**src/rtl/serial_frame_receiver_pkg.sv**
```systemverilog
`default_nettype none
// ============================================================================
// Module   : serial_frame_receiver_pkg
// Brief    : State encoding and line levels shared by the serial frame receiver.
// Revision : 1.0 - initial release
// ============================================================================
package serial_frame_receiver_pkg;

    typedef enum logic [1:0] {
        IDLE = 2'd0,
        RECV = 2'd1,
        STOP = 2'd2
    } state_t;

    localparam logic IDLE_LEVEL  = 1'b1;
    localparam logic START_LEVEL = 1'b0;

endpackage : serial_frame_receiver_pkg
`default_nettype wire

```
**src/rtl/serial_frame_receiver_sipo_shift_reg.sv**
```systemverilog
`default_nettype none
// ============================================================================
// Module   : sipo_shift_reg
// Brief    : Serial-in/parallel-out left shift register, MSB received first.
// Revision : 1.0 - initial release
// ============================================================================
module sipo_shift_reg
    import serial_frame_receiver_pkg::*;
#(
    parameter int N = 8
) (
    input  logic         clk,
    input  logic         rst,
    input  logic         clr,
    input  logic         sh,
    input  logic         sin,
    output logic [N-1:0] q
);

    logic [N-1:0] shreg_q;

    always_ff @(posedge clk or posedge rst) begin
        if (rst) begin
            shreg_q <= '0;
        end else if (clr) begin
            shreg_q <= '0;
        end else if (sh) begin
            shreg_q <= {shreg_q[N-2:0], sin};
        end
    end

    assign q = shreg_q;

endmodule : sipo_shift_reg
`default_nettype wire

```
**src/rtl/serial_frame_receiver.sv**
```systemverilog
`default_nettype none
// ============================================================================
// Module   : serial_frame_receiver
// Brief    : Start/N data/stop frame receiver clocked by an external bit strobe.
// Revision : 1.0 - initial release
// ============================================================================
module serial_frame_receiver
    import serial_frame_receiver_pkg::*;
#(
    parameter int N  = 8,
    parameter int CW = 4
) (
    input  logic         clk,
    input  logic         rst,
    input  logic         bit_en,
    input  logic         sin,
    output logic [N-1:0] data_out,
    output logic         valid,
    output logic         frame_err,
    output logic         busy
);

    state_t          state_q, state_d;
    logic [CW-1:0]   cnt_q, cnt_d;
    logic [N-1:0]    data_q, data_d;
    logic            valid_q, valid_d;
    logic            ferr_q, ferr_d;
    logic            sh_clr, sh_en;
    logic [N-1:0]    shreg_q;

    sipo_shift_reg #(
        .N (N)
    ) u_sipo (
        .clk (clk),
        .rst (rst),
        .clr (sh_clr),
        .sh  (sh_en),
        .sin (sin),
        .q   (shreg_q)
    );

    always_ff @(posedge clk or posedge rst) begin
        if (rst) begin
            state_q <= IDLE;
            cnt_q   <= '0;
            data_q  <= '0;
            valid_q <= 1'b0;
            ferr_q  <= 1'b0;
        end else begin
            state_q <= state_d;
            cnt_q   <= cnt_d;
            data_q  <= data_d;
            valid_q <= valid_d;
            ferr_q  <= ferr_d;
        end
    end

    // Pulses default low every cycle so they last one clk regardless of strobe spacing.
    always_comb begin
        state_d = state_q;
        cnt_d   = cnt_q;
        data_d  = data_q;
        valid_d = 1'b0;
        ferr_d  = 1'b0;
        sh_clr  = 1'b0;
        sh_en   = 1'b0;
        case (state_q)
            IDLE: begin
                if (bit_en && (sin == START_LEVEL)) begin
                    state_d = RECV;
                    cnt_d   = '0;
                    sh_clr  = 1'b1;
                end
            end
            RECV: begin
                if (bit_en) begin
                    sh_en = 1'b1;
                    cnt_d = cnt_q + CW'(1);
                    if (cnt_q == CW'(N - 1)) begin
                        state_d = STOP;
                    end
                end
            end
            STOP: begin
                if (bit_en) begin
                    state_d = IDLE;
                    if (sin == IDLE_LEVEL) begin
                        data_d  = shreg_q;
                        valid_d = 1'b1;
                    end else begin
                        ferr_d  = 1'b1;
                    end
                end
            end
            default: begin
                state_d = IDLE;
            end
        endcase
    end

    assign data_out  = data_q;
    assign valid     = valid_q;
    assign frame_err = ferr_q;
    assign busy      = (state_q != IDLE);

endmodule : serial_frame_receiver
`default_nettype wire

```
**config.mk**
```make
export PLATFORM = sky130hd
export DESIGN_NAME = serial_frame_receiver
export DESIGN_NICKNAME = d
export VERILOG_FILES = /design/src/rtl/serial_frame_receiver_pkg.sv /design/src/rtl/serial_frame_receiver_sipo_shift_reg.sv /design/src/rtl/serial_frame_receiver.sv
export SDC_FILE = /design/constraint.sdc
export NUM_CORES = 1
export LEC_CHECK = 0
export ABC_AREA = 1
export ABC_CLOCK_PERIOD_IN_PS = 2550
export CORE_MARGIN = 5
export CORE_UTILIZATION = 56
export DETAILED_ROUTE_END_ITERATION = 16
export HOLD_SLACK_MARGIN = 0.08
export PLACE_DENSITY_LB_ADDON = 0.25
export SYNTH_ARGS = -nofsm -noshare
export SYNTH_HDL_FRONTEND = slang
export SYNTH_SLANG_ARGS = --single-unit
export TNS_END_PERCENT = 50
```
**constraint.sdc**
```tcl
create_clock -name clk -period 2.55 [get_ports clk]
set_clock_uncertainty 0.1 [all_clocks]
set_input_delay 0.765 -clock clk [delete_from_list [all_inputs] [get_ports clk]]
set_output_delay 0.765 -clock clk [all_outputs]
set_load 0.01 [all_outputs]
```
==> summary.md <==
| Metric | Value |
|---|---|
| Startpoint types | flop |
| CTS tree | yes |
| Synth warn | 0 |
| Setup Crit Path Kind | flop to output port |
| Fillers | 140 |
| Area delta synth->final | 17.8% |
| Full die area | ~2800 sq um |
| GRT Overall Usage | 0.166 |
| Overall power | about 1.1 mW |
| Share of post-route cells with drive strength above 1 | 0.133 |
| Yosys reg bits | 24 |
| Met2 Usage GRT | 0.264 |
| Crit path DAT | between 1000 and 1500 ps |
| Met3 Use GR | 0.0254 |
| Max H-tree Level | 1 |
| Root buffer cell | clkbuf_4 |
| Peak VDD IR | 0.569 mV |
| Gpl congestion | around 0.85 |
| Crit-path max cell delay | between 400 and 500 ps |
| Crit path capture type | output port |
| Min Hold Slack | roughly 390 ps |
| Sequential fraction of the synthesis area | 0.575 |
| WL per Instance | around 12 um |
| Max-cap viol count | 0 |
| DR iter-0 viols | 22 |
| Number of remaining DRC errors | 0 |
| Final setup violation count | 0 |
| Slew Limit Fails | 0 |
| WP data required | approximately 1700 ps |
| Die Height | between 50 and 60 um |
| Worst path slowest cell | clkdlybuf4s50_1 |
| Sw Share | 0.354 |
| Pint | 0.689 mW |
| GRT busiest layer | met2 |
| Post-Syn Nets | around 120 |
| Core box area | approximately 1700 sq um |
| Worst Hold Class | flop to flop |
| Hold Fails Final Rpt | 0 |
| Clock sink count | 24 |
| Clock slew at reported path FFs | around 130 ps |
| Status | complete, no violations |
| Worst path cell trace | nor2_1 -> inv_1 -> clkdlybuf4s50_1 |
| DP Area | between 1000 and 1500 sq um |
| # diodes | 0 |
| Vias in the first global route | 777 |
| Clk buf depth | 2 |
| Util after Layout | 0.705 |
| CTS buffer count | 3 |
| Finished layout cell area | about 1200 sq um |
| I/O Pins | 15 |
| CP top delay family | buffers and inverters |
| Synth Cell Area | approximately 1000 sq um |
| DRT Wirelength | around 1800 um |
| Initial antenna violation count | 0 |
| Pleak | ~0.6 nW |
| Vias | approximately 780 |
| Area of the multi-input gates | 348 sq um |
| Reg area | about 600 sq um |
| Nets | roughly 130 |
| Port Buffers | 14 |
| Skew-Pair Late Insertion Delay | ~310 ps |
| M1 GR Usage | 0.218 |
| Post-DP HPWL | between 1000 and 1500 um |
| Starting density of the core | 0.599 |
| PwrDens | roughly 870 nW/um^2 |
| Post-CTS Setup Inserts | 0 |
| Synth top area share | 0.575 |
| Yosys cell types | 17 |
| Area leader, netlist | dfrtp_1 |
| Switching power | 0.377 mW |
| Congestion Overflow GR | 0 |
| # rows | 15 |
| Mapped Cells | 111 |
| Largest net degree at the start of global routing | 25 |
| Crit path time final | 2330 ps |
| Most frequent cells in the layout | nand2_1 (26), dfrtp_1 (24), inv_1 (15) |
| Comb pwr share | 0.295 |
| Synth top area cells | dfrtp_1 (57%), nand2_1 (9.3%), o21ai_2 (5.9%) |
| Buf/Inv on CP | 2 |
| Via-per-instance ratio | around 5.1 |
| First-pass GRT wire length | roughly 3400 um |
| Max_slew headroom | 0.750 |
| Setup TNS | 0 ps |
| Clock Power Share | 0.183 |
| Die width | approximately 53 um |
| Fin crit share | 0.915 |
| Tightest Pin Transition | 375 ps |
| Fmax | between 400 and 500 MHz |
| CTS Hold Bufs | 0 |
| Post-Syn Area per Cell | 9.41 sq um |
| Antenna Nets Post-Route | 0 |
| CP max FO | 5 |
| PostCTS Resize Cnt | 0 |
| Commonest non-fill, non-tap cell in the layout | nand2_1 |
| 1st-pass router iterations | 4 |
| RSZ-0062 raised after global routing | no |
| Sequential power share | 0.522 |
-- kinds of logic after synthesis --
group / synth area share
DFF: 0.575
adders and majority gates: 0.0120
buffers and inverters: 0.0922
AOI/OAI and AO/OA: 0.102
and+or+nand+nor: 0.219
-- layout make-up --
class,instances,area share
Multi-Input combinational cell,68,0.283
Tap cell,25,0.0254
Timing Repair Buffer,16,0.126
Clock buffer,4,0.0295
Inverter,16,0.0488
Sequential cell,24,0.488
-- cells in the mapped netlist --
| cell type | count |
|---|---|
| dfrtp_1 | 24 |
| ha_1 | 1 |
| o21ai_0 | 8 |
| nand3_2 | 1 |
| nand2_1 | 26 |
| buf_6 | 2 |
| clkbuf_8 | 1 |
| nor2_1 | 7 |
| nor2_4 | 1 |
| nor3_1 | 1 |
| nor2_2 | 1 |
| nand4_1 | 2 |
| inv_2 | 1 |
| o21ai_2 | 7 |
| nand3_1 | 12 |
| a21oi_1 | 1 |
| inv_1 | 15 |
-- through the flow --
step,worst slack [ps],instances
CTS,199,153
global placement,367,149
finish,217,153
detailed placement,304,149
floorplan,1070,111
global route,110,153
-- worst paths after layout --
kind	startpoint	endpoint	slack, ps	cells after the start
setup / recovery	state_q[0]	busy	220	3
hold / removal	u_sipo.q[7]	u_sipo.q[7]	390	2
setup reg to reg	state_q[0]	data_out[0]	1130	4
hold reg to reg	u_sipo.q[7]	u_sipo.q[7]	390	2
max in group asynchronous	rst	u_sipo.q[1]	1430	3
min in group asynchronous	rst	u_sipo.q[7]	690	3
-- tightest hold or removal path, stage by stage, from the launching register on --
cell     delay (ps)
dfrtp_1         370
nand2_1          50
nand2_1          40
-- sequential cells by signal, indices dropped and copies added (netlist names) --
name,count
state_q,2
cnt_q,4
u_sipo.q,8
valid,1
data_out,8
frame_err,1
-- power by group through the flow --
| stage | logic [mW] | clock network [mW] | registers (mW) |
|---|---|---|---|
| 6_report | 0.314 | 0.195 | 0.556 |
| 5_1_grt | 0.364 | 0.226 | 0.572 |
| 4_1_cts | 0.316 | 0.206 | 0.555 |
| 3_5_place_dp | 0.311 | 0 | 0.564 |
| 3_3_place_gp | 0.304 | 0 | 0.560 |
| 2_1_floorplan | 0.236 | 0 | 0.552 |
-- routing by layer --
metal | vias up | share of wire | wire length (um)
li1 | 385 | - | -
met1 | 370 | 0.45 | 816
met2 | 21 | 0.48 | 884
met3 | 2 | 0.060 | 109
met4 | 0 | 0.0071 | 13
met5 | - | 0 | 0
(Power assumes the default switching activity.)
